[src/rtl/multiplier_3b_if.sv]
// Operand/result bundle for the sequential shift-and-add multiplier.
//   master : drives init, MulA, MulB; observes ResultM, done, busy
//   slave  : the multiplier side of the same bundle
interface multiplier_3b_if #(
  parameter int unsigned WIDTH = 3
);
  logic               init;
  logic [WIDTH-1:0]   MulA;
  logic [WIDTH-1:0]   MulB;
  logic [2*WIDTH-1:0] ResultM;
  logic               done;
  logic               busy;

  modport master (
    output init, MulA, MulB,
    input  ResultM, done, busy
  );

  modport slave (
    input  init, MulA, MulB,
    output ResultM, done, busy
  );
endinterface

[src/rtl/multiplier_3b.sv]
// Sequential unsigned shift-and-add multiplier, WIDTH x WIDTH -> 2*WIDTH.
// Shares the init/done handshake of the ALU divider: init sampled in IDLE
// starts an operation, done/ResultM appear WIDTH edges later, and done is
// held until init is seen low.
//   clk   : system clock, rising edge
//   reset : asynchronous, active-high
//   bus   : slave side of multiplier_3b_if (init, MulA, MulB in;
//           ResultM, done, busy out, all registered)
module multiplier_3b #(
  parameter int unsigned WIDTH = 3,
  parameter int unsigned CNT_W = 3
) (
  input  logic             clk,
  input  logic             reset,
  multiplier_3b_if.slave   bus
);

  localparam int unsigned PW = 2 * WIDTH;

  typedef enum logic [1:0] {
    IDLE = 2'd0,
    CALC = 2'd1,
    DONE = 2'd2
  } state_t;

  state_t           state;
  logic [PW-1:0]    m;
  logic [WIDTH-1:0] q;
  logic [PW-1:0]    p;
  logic [CNT_W-1:0] cnt;
  logic [PW-1:0]    result;
  logic             done_r;
  logic             busy_r;

  // Accumulator value after the current iteration's conditional add.
  logic [PW-1:0] p_sum_c;
  assign p_sum_c = q[0] ? (p + m) : p;

  // Control and datapath; fixed WIDTH iterations, no early exit.
  always_ff @(posedge clk or posedge reset) begin
    if (reset) begin
      state  <= IDLE;
      m      <= '0;
      q      <= '0;
      p      <= '0;
      cnt    <= '0;
      result <= '0;
      done_r <= 1'b0;
      busy_r <= 1'b0;
    end else begin
      case (state)
        IDLE: begin
          if (bus.init) begin
            m      <= PW'(bus.MulA);
            q      <= bus.MulB;
            p      <= '0;
            cnt    <= '0;
            busy_r <= 1'b1;
            state  <= CALC;
          end
        end
        CALC: begin
          p   <= p_sum_c;
          m   <= m << 1;
          q   <= q >> 1;
          cnt <= cnt + CNT_W'(1);
          if (cnt == CNT_W'(WIDTH - 1)) begin
            // ResultM only ever takes a completed product.
            result <= p_sum_c;
            done_r <= 1'b1;
            busy_r <= 1'b0;
            state  <= DONE;
          end
        end
        DONE: begin
          // Hold done until init is released; no auto-restart.
          if (!bus.init) begin
            done_r <= 1'b0;
            state  <= IDLE;
          end
        end
        default: begin
          state  <= IDLE;
          done_r <= 1'b0;
          busy_r <= 1'b0;
        end
      endcase
    end
  end

  assign bus.ResultM = result;
  assign bus.done    = done_r;
  assign bus.busy    = busy_r;

endmodule

[src/flat_wrapper.sv]
// flat-port wrapper written by rule: the top's interface ports become plain ports
module multiplier_3b_flat 
#(
  parameter int unsigned WIDTH = 3,
  parameter int unsigned CNT_W = 3
)
  (clk, reset, bus_init, bus_MulA, bus_MulB, bus_ResultM, bus_done, bus_busy);
  multiplier_3b_if #(.WIDTH(WIDTH)) bus_i ();
  input  logic clk;
  input  logic reset;
  input wire logic [$bits(bus_i.init)-1:0] bus_init;
  input wire logic [$bits(bus_i.MulA)-1:0] bus_MulA;
  input wire logic [$bits(bus_i.MulB)-1:0] bus_MulB;
  output wire logic [$bits(bus_i.ResultM)-1:0] bus_ResultM;
  output wire logic [$bits(bus_i.done)-1:0] bus_done;
  output wire logic [$bits(bus_i.busy)-1:0] bus_busy;
  assign bus_i.init = bus_init;
  assign bus_i.MulA = bus_MulA;
  assign bus_i.MulB = bus_MulB;
  assign bus_ResultM = bus_i.ResultM;
  assign bus_done = bus_i.done;
  assign bus_busy = bus_i.busy;
  multiplier_3b #(.WIDTH(WIDTH), .CNT_W(CNT_W)) u_core (.clk(clk), .reset(reset), .bus(bus_i));
endmodule
[config.mk]
export PLATFORM = sky130hd
export DESIGN_NAME = multiplier_3b_flat
export DESIGN_NICKNAME = d
export VERILOG_FILES = /design/src/rtl/multiplier_3b_if.sv /design/src/rtl/multiplier_3b.sv /design/src/flat_wrapper.sv
export SDC_FILE = /design/constraint.sdc
export NUM_CORES = 1
export LEC_CHECK = 0
export CAP_MARGIN = 5
export CORE_AREA = 5 5 63 65
export CTS_BUF_LIST = sky130_fd_sc_hd__clkbuf_8
export DETAILED_ROUTE_END_ITERATION = 12
export DIE_AREA = 0 0 68 70
export SYNTH_ARGS = -nofsm -noshare
export SYNTH_HDL_FRONTEND = slang
export SYNTH_SLANG_ARGS = --single-unit
[constraint.sdc]
create_clock -name clk -period 4.9 [get_ports clk]
set_clock_uncertainty 0.1 [all_clocks]
set_input_delay 0.735 -clock clk [delete_from_list [all_inputs] [get_ports clk]]
set_output_delay 0.735 -clock clk [all_outputs]
set_load 0.01 [all_outputs]
# After elaboration in Yosys (flattened, before gate mapping)
# Index checks and enable logic that the tools add are counted.
# word_totals
output_inout_bits,8
elab_cells,44
register_bits,28
# classes
n_bitwise,2
eq_ne,6
reduce_logical,7
add_sub_neg,2
mux,19
# op_table
op,n
$pmux 6 s2,2
$mux 6,3
$pmux 3 s2,2
$reduce_and 3->1,3
$add 6x6->6,1
$mux 2,3
$mux 3,2
$pmux 1 s3,2
$pmux 2 s3,1
$mux 1,4
$ne 2x2->1 const B,2
$reduce_and 2->1,2
$add 3x1->3 const B,1
$eq 3x2->1 const B,1
$eq 2x1->1 const B,1
$eq 2x2->1 const B,1
$logic_not 2->1,1
$ne 2x1->1 const B,1
$not 1->1,2
$reduce_bool 2->1,1

# Depth between registers and ports, before layout
# Gate-level depths: netlist (run 1).
# depth
ltp_word,3
ltp_mapped,7

# Worst setup path after synthesis (run 1)
# No wires, ideal clock.
# synth_path
path_type,flip-flop to flip-flop
startpoint,register u_core.p[0]
endpoint,register u_core.p[4]
arrival_ns,1.666
period_less_slack_ns,1.857
slack_ns,3.043
path_stages_with_launch,8
required_time_ns,4.709
setup_time_ns,0.091
n_path_buf,0
path_cell_list,dfrtp_1 ha_1 fa_1 a21o_1 a21oi_1 xnor2_1 nand2_1 o221ai_1
# synth_via
elab_chain_len,3
# synth_lines
element,line,source
from (decl),multiplier_3b.sv:29,logic [PW-1:0] p;
from (signal assigned),multiplier_3b.sv:63,p <= p_sum_c;
$add 6x6->6,multiplier_3b.sv:37,assign p_sum_c = q[0] ? (p + m) : p;
$mux 6,multiplier_3b.sv:37,
$pmux 6 s2,multiplier_3b.sv:51,case (state)
# No other way between the ends.
# A chain may end at the register's enable or synchronous reset.

# Final worst setup path (run 1)
# layout_path
startpoint,register u_core.state[0]
endpoint,register u_core.result[2] (netlist: u_core.bus.ResultM[2])
# layout_via
elab_chain_len,2
# layout_lines
element,line,source
from (decl),multiplier_3b.sv:26,state_t state;
from (signal assigned),multiplier_3b.sv:42,state <= IDLE;
from (signal assigned),multiplier_3b.sv:59,state <= CALC;
from (signal assigned),multiplier_3b.sv:72,state <= DONE;
$eq 2x1->1,multiplier_3b.sv:51,
$reduce_and 2->1 (no source line),-,
to (signal assigned),multiplier_3b.sv:69,result <= p_sum_c;
to (decl),multiplier_3b.sv:31,logic [PW-1:0] result;
# No other way between the ends.

==> reports/metrics.yaml, run 1 <==
worst_setup_path:
  cp-start-kind: "register"
  critical-path-max-stage-delay_ns: 0.75
  worstPathRequired_ns: 4.97
  timing.critical_path.cells: "nand2b_1 > nor2_1 > mux2_2"
  cp_buf_inv_count: 0
  crit_type: "register to register"
  timing.critical_path.arrival_ns: 2.37
  cp_top_family: "simple AND/OR/NAND/NOR gates"
  cp_max_fo: 16
  endpoint_kind: "register"
  crit_path_top_delay_cell: "nor2_1"
layout:
  most_common_library_cell_in_the_layout_ignoring_fill_and_taps: "dfrtp_1"
  most-common-layout-cells: "28 x dfrtp_1, 19 x nand2_1, 16 x clkdlybuf4s50_1, 14 x o21ai_0, 13 x nor2_1"
  area_growth_syn_to_layout_pct: 17.32
  finish.net_count: 179
  drive_gt1_frac: 0.06250
  diodes: 0
synth:
  synthesis.nets: 162
  portion_of_netlist_area_occupied_by_mux_cells: 0.01480
  syn-mean-instance-area_um2: 9.915
  syn-instance-count: 145
  seq_area_frac_synth: 0.4874
  synth.distinct_cells: 30
  complex_gate_fraction_of_the_synthesized_area: 0.2315
  synth-main-ff-cell: "dfrtp_1"
  netlist_area_um2: 1438
  combinational_family_with_the_most_area_after_synthesis: "compound AO/OA/AOI/OAI gates"
  synthXorXnorAreaFrac: 0.01828
  synth_enable_flop_cells: 0
  synth_seq_cells: 28
  synth_simple_gate_area_share: 0.1453
  synth.yosys.warnings: 0
  fraction_of_registers_with_async_set_reset: 1.000
  synthAdderAreaFrac: 0.07485
sta:
  fin_ws_ns: 2.597
  worst_slew_pin_slew_ns: 1.047
  timing.final.hold_violations: 0
  timing.fmax_mhz: 434.1
  total_negative_slack_ns: 0
  final_min_period_over_clock_period: 0.4701
  final_setup_violation_count: 0
  worst_slew_margin_rel: 0.3014
  post-route-min-period_ns: 2.303
  final_max_slew_violation_count: 0
  setup_repair_after_global_routing_missed_its_margin: "no"
power_and_ir_drop:
  powerDensity_nw_per_um2: 601.5
  power.static_leakage_nw: 0.7518
  worst_ir_drop_vdd_mv: 0.3990
cts:
  clkLatencyLatePin_ns: 0.27
  cts_hold_repair.buffers: 0
  ctsLongestPathBuffers: 2
  tritoncts_num_sinks: 28
  cts_post_setup_buffers_inserted: 0
  clkTransAtPathRegs_ns: 0.09
  tritoncts_clock_tree: "built"
  cts_root_cell: "clkbuf_8"
  maximum_level_of_the_cts_h_tree: 1
  inserted_clock_buffers: 3
  post_cts_resize_count: 0
grt:
  globalRoute.totalOverflow: 0
  grt_first_pass_wirelength_um: 4933
  first_global_vias: 1026
  grt_max_degree: 29
  antenna_found_initial: 0
  globalRouteTotalUtil: 0.1332
routing:
  routed_via_density: 5.272
  post_route_antenna_net_violation_count: 0
  remaining_drc_errors: 0
  wl_per_cell_um: 14.00
  dr_total_vias: 1086
  dr.pass1.iters: 4
  total_length_of_routed_wires_um: 2884
  drtIter0Drc: 55
hold_path:
  hold_crit_class: "register to register"
place:
  globalplace.congestion: 0.7468
  dpl.hpwl_um: 2046
  post-place-ws_ns: 2.172
  buffer_ports.inserted: 16
die:
  die_area_um2: 4760
  floorplan.rows: 21
  fp.coreArea_um2: 3284
  start_util: 0.4377
  die_height_um: 70
  ios: 17
  die_width_um: 68
outcome:
  run_status: "completed"
flow_run:
  max-cap-violations: 0
area by class of cell:
type	instances	area [um^2]
clock buffers	3	41.29
fillers	306	1598
repair buffers	17	171.4
well taps	46	57.56
multi-input cells	107	696.9
flip-flops and latches	28	700.7
inverters	5	18.77
metal layers:
layer  wire length, um  vias up  track usage
met3                92        2      0.04167
li1                  -      548            -
met5                 0        -            0
met4                17        0      0.02649
met2              1379       10       0.1991
met1              1394      526       0.1883
synth_stat cells (3+ instances only):
master / number / area (um^2)
dfrtp_1: 28 / 700.7
nand2_1: 19 / 71.32
o21ai_0: 14 / 70.07
nor2_1: 13 / 48.80
a31oi_1: 9 / 56.30
ha_1: 7 / 87.58
a22o_1: 6 / 52.55
nand2b_1: 6 / 37.54
a21o_1: 4 / 30.03
a21oi_1: 4 / 20.02
and2_1: 4 / 25.02
inv_1: 4 / 15.01
clkbuf_1: 3 / 11.26
xnor2_1: 3 / 26.28
metrics by stage:
| stage | hold WS (ns) | instances | cell area (um^2) | total power (W) | utilization |
|---|---|---|---|---|---|
| after global placement | 0.3631 | 202 | 1634 | 0.0008715 | 0.4975 |
| after floorplan | 0.3418 | 145 | 1438 | 0.0007318 | - |
| after global routing | 0.4189 | 206 | 1687 | 0.001104 | 0.5135 |
| final | 0.3933 | 206 | 1687 | 0.001015 | 0.5135 |
| after detailed placement | 0.3658 | 202 | 1634 | 0.0008898 | 0.4975 |
| after CTS | 0.3957 | 205 | 1675 | 0.001012 | 0.5101 |
flip-flops by register name, summed over array words and instances, names as in the netlist:
name                flops
u_core.bus.ResultM      6
u_core.bus.busy         1
u_core.bus.done         1
u_core.cnt              3
u_core.m                6
u_core.p                6
u_core.q                3
u_core.state            2
power by group:
group | internal (W) | switching (W)
sequential | 0.000330 | 0.000112
clock | 0.0000551 | 0.0000671
combinational | 0.000225 | 0.000225
final timing paths:
kind / from / to / slack, ns / cells after the start
worst max-delay path: u_core.state[0] / u_core.bus.ResultM[2] / 2.60 / 3
worst min register to register: u_core.bus.done / u_core.bus.done / 0.39 / 1
worst min-delay path: u_core.bus.done / u_core.bus.done / 0.39 / 1
worst max register to register: u_core.state[0] / u_core.bus.ResultM[2] / 2.60 / 3
max in group asynchronous: reset / u_core.q[0] / 3.14 / 2
min in group asynchronous: reset / u_core.cnt[1] / 0.92 / 2
logic make-up after synthesis:
logic type / count (synthesis)
xor+xnor: 3
compound gates: 49
simple gates: 45
flops: 28
fa+ha+maj: 8
mux: 2
buf+inv: 10
Note: power is estimated with default switching activity, not from simulation.
==> run 2: changes to the inputs <==
--- a/config.mk
+++ b/config.mk
@@ -10,6 +10,7 @@
 export CTS_BUF_LIST = sky130_fd_sc_hd__clkbuf_8
 export DETAILED_ROUTE_END_ITERATION = 12
 export DIE_AREA = 0 0 68 70
+export PLACE_DENSITY = 0.67
 export SYNTH_ARGS = -nofsm -noshare
 export SYNTH_HDL_FRONTEND = slang
 export SYNTH_SLANG_ARGS = --single-unit
==> constraint.sdc (replaced) <==
create_clock -name clk -period 2.1 [get_ports clk]
set_clock_uncertainty 0.1 [all_clocks]
set_input_delay 0.315 -clock clk [delete_from_list [all_inputs] [get_ports clk]]
set_output_delay 0.315 -clock clk [all_outputs]
set_load 0.01 [all_outputs]
==> run 2 against run 1 <==
Cell area grew 4.6%; clock power grew to 3.5 times the previous value; worst hold slack lost 0.10 ns; critical path depth grew 3; global-route usage grew 0.33 points; via count grew 5.8%; first-iteration DRC count shrank 9.1%; sequential power grew 120%; utilization grew 2.4 points; routed wire length shrank 1.4%; fmax grew 18%; critical path type unchanged; highest routed layer unchanged.
==> reports/metrics.yaml, run 2 (same netlist as run 1, synthesis figures left out) <==
layout:
  finish.net_count: 185  # was 179
  finish.instance_area_um2: 1764  # was 1687 um^2
  most_common_library_cell_in_the_layout_ignoring_fill_and_taps: "dfrtp_1"  # unchanged
  drive_gt1_frac: 0.1138  # was 0.06250
  fin_util: 0.5371  # was 0.5135
  diodes: 0  # unchanged
  most-common-layout-cells: "28 x dfrtp_1, 19 x nand2_1, 16 x clkdlybuf4s50_1, 14 x o21ai_0, 13 x nor2_1"  # unchanged
  area_growth_syn_to_layout_pct: 22.72  # was 17.32%
  final.fill_count: 319  # was 306
routing:
  post_route_antenna_net_violation_count: 0  # unchanged
  dr_total_vias: 1149  # was 1,086
  dr.pass1.iters: 4  # unchanged
  total_length_of_routed_wires_um: 2844  # was 2884 um
  wl_per_cell_um: 13.35  # was 14.00 um
  drtIter0Drc: 50  # was 55
  routed_via_density: 5.394  # was 5.272
  remaining_drc_errors: 0  # unchanged
cts:
  cts_root_cell: "clkbuf_8"  # unchanged
  clkLatencyLatePin_ns: 0.27  # about the same
  inserted_clock_buffers: 3  # unchanged
  cts_hold_repair.buffers: 0  # unchanged
  tritoncts_clock_tree: "built"  # unchanged
  tritoncts_num_sinks: 28  # unchanged
  clkTransAtPathRegs_ns: 0.10  # was 0.09 ns
  maximum_level_of_the_cts_h_tree: 1  # unchanged
  ctsLongestPathBuffers: 2  # unchanged
sta:
  fin_ws_ns: 0.1417  # was 2.597 ns
  final_max_slew_violation_count: 0  # unchanged
  final_setup_violation_count: 0  # unchanged
  worst_slew_pin_slew_ns: 0.3967  # was 1.047 ns
  worst_slew_margin_rel: 0.7356  # was 0.3014
  fin_worst_hold_slack_ns: 0.2892  # was 0.3933 ns
  total_negative_slack_ns: 0  # unchanged
  timing.final.hold_violations: 0  # unchanged
  timing.fmax_mhz: 510.6  # was 434.1 MHz
  setup_repair_after_global_routing_missed_its_margin: "no"  # unchanged
  post-route-min-period_ns: 1.958  # was 2.303 ns
  final_min_period_over_clock_period: 0.9325  # was 0.4701
grt:
  first_global_vias: 1097  # was 1,026
  antenna_found_initial: 0  # unchanged
  globalRouteTotalUtil: 0.1364  # was 0.1332
  globalRoute.totalOverflow: 0  # unchanged
  grt_max_degree: 29  # unchanged
  grt_first_pass_wirelength_um: 5016  # was 4933 um
worst_setup_path:
  cp_max_fo: 4  # was 16
  worstPathRequired_ns: 2.20  # was 4.97 ns
  timing.rr.end: "u_core.bus.ResultM[5]"  # was u_core.bus.ResultM[2]
  endpoint_kind: "register"  # unchanged
  cp-start-kind: "register"  # unchanged
  crit_type: "register to register"  # unchanged
  timing.critical_path.arrival_ns: 2.06  # was 2.37 ns
  ff2ff_setup_slack_ns: 0.14  # was 2.60 ns
  cell_count_of_the_worst_reg_to_reg_path: 6  # was 3
  timing.rr.start: "u_core.p[3]"  # was u_core.state[0]
die:
  ios: 17  # unchanged
  die_width_um: 68  # unchanged
  floorplan.rows: 21  # unchanged
  fp.coreArea_um2: 3284  # unchanged
  die_area_um2: 4760  # unchanged
  start_util: 0.4377  # unchanged
  die_height_um: 70  # unchanged
power_and_ir_drop:
  powerDensity_nw_per_um2: 1454  # was 601.5 nW/um^2
  worst_ir_drop_vdd_mv: 0.8149  # was 0.3990 mV
  power.static_leakage_nw: 0.7940  # was 0.7518 nW
place:
  buffer_ports.inserted: 16  # unchanged
  dpl.hpwl_um: 2066  # was 2046 um
  post-place-ws_ns: 0.1328  # was 2.172 ns
  globalplace.congestion: 0.8284  # was 0.7468
  dpl-instance-area_um2: 1679  # was 1634 um^2
flow_run:
  max-cap-violations: 0  # unchanged
outcome:
  run_status: "completed"  # unchanged
hold_path:
  hold_crit_class: "primary input to asynchronous set/reset pin"  # was register to register
run 2: cell count changes in the layout (fill, tap and decap cells not counted), sizes merged:
cell,before,now
buf,1,7
bufinv,0,1
run 2: worst max-delay path, cell delays in order, from the launching register on:
cell and delay, ns:
dfrtp_1 0.42, ha_1 0.37, a21o_1 0.20, a21oi_2 0.16, a21oi_2 0.09, or3b_1 0.39, a31oi_2 0.16
run 2: report_power, final:
part | internal, W | switching (W) | leakage [nW]
Clock | 0.000255 | 0.000168 | 0.0357
Combinational | 0.000573 | 0.000601 | 0.402
Sequential | 0.000771 | 0.000198 | 0.357
run 2: worst max path at each step:
stage | startpoint | to | slack (ns) | cells after the start
final | u_core.p[3] | u_core.bus.ResultM[5] | 0.14 | 6
after global routing | u_core.p[0] | u_core.bus.ResultM[4] | 0.05 | 7
after CTS | u_core.m[0] | u_core.bus.ResultM[4] | 0.11 | 7
after detailed placement | u_core.m[0] | u_core.bus.ResultM[4] | 0.13 | 7
after global placement | u_core.p[0] | u_core.p[4] | 0.17 | 7
after floorplan | u_core.p[0] | u_core.p[4] | 0.24 | 7
run 2: cell type report:
type | count | area (um^2) | area share
Clock buffer | 3 | 41.29 | 0.02340
Inverter | 5 | 18.77 | 0.01064
Timing Repair Buffer | 23 | 212.7 | 0.1206
Clock inverter | 1 | 30.03 | 0.01702
Sequential cell | 28 | 700.7 | 0.3972
Multi-Input combinational cell | 107 | 703.2 | 0.3986
Tap cell | 46 | 57.56 | 0.03262
run 2: stage by stage:
step / power, W / std cells
finish: 0.002565 / 213
global route: 0.002787 / 213
CTS: 0.002572 / 212
detailed placement: 0.002143 / 208
global placement: 0.002104 / 208
floorplan: 0.001708 / 145
run 2: what timing repair did:
item / in CTS / in global routing
endpoints found under the setup margin: 0 / 2
gates resized for setup: 0 / 2
setup buffers: 0 / 1
run 2: routing by layer:
layer	track usage	routed length, um	part of all wire
met1	0.1949	1345	0.47
met2	0.2045	1337	0.47
met3	0.02724	124	0.044
met4	0.04415	38	0.013
met5	0	0	0
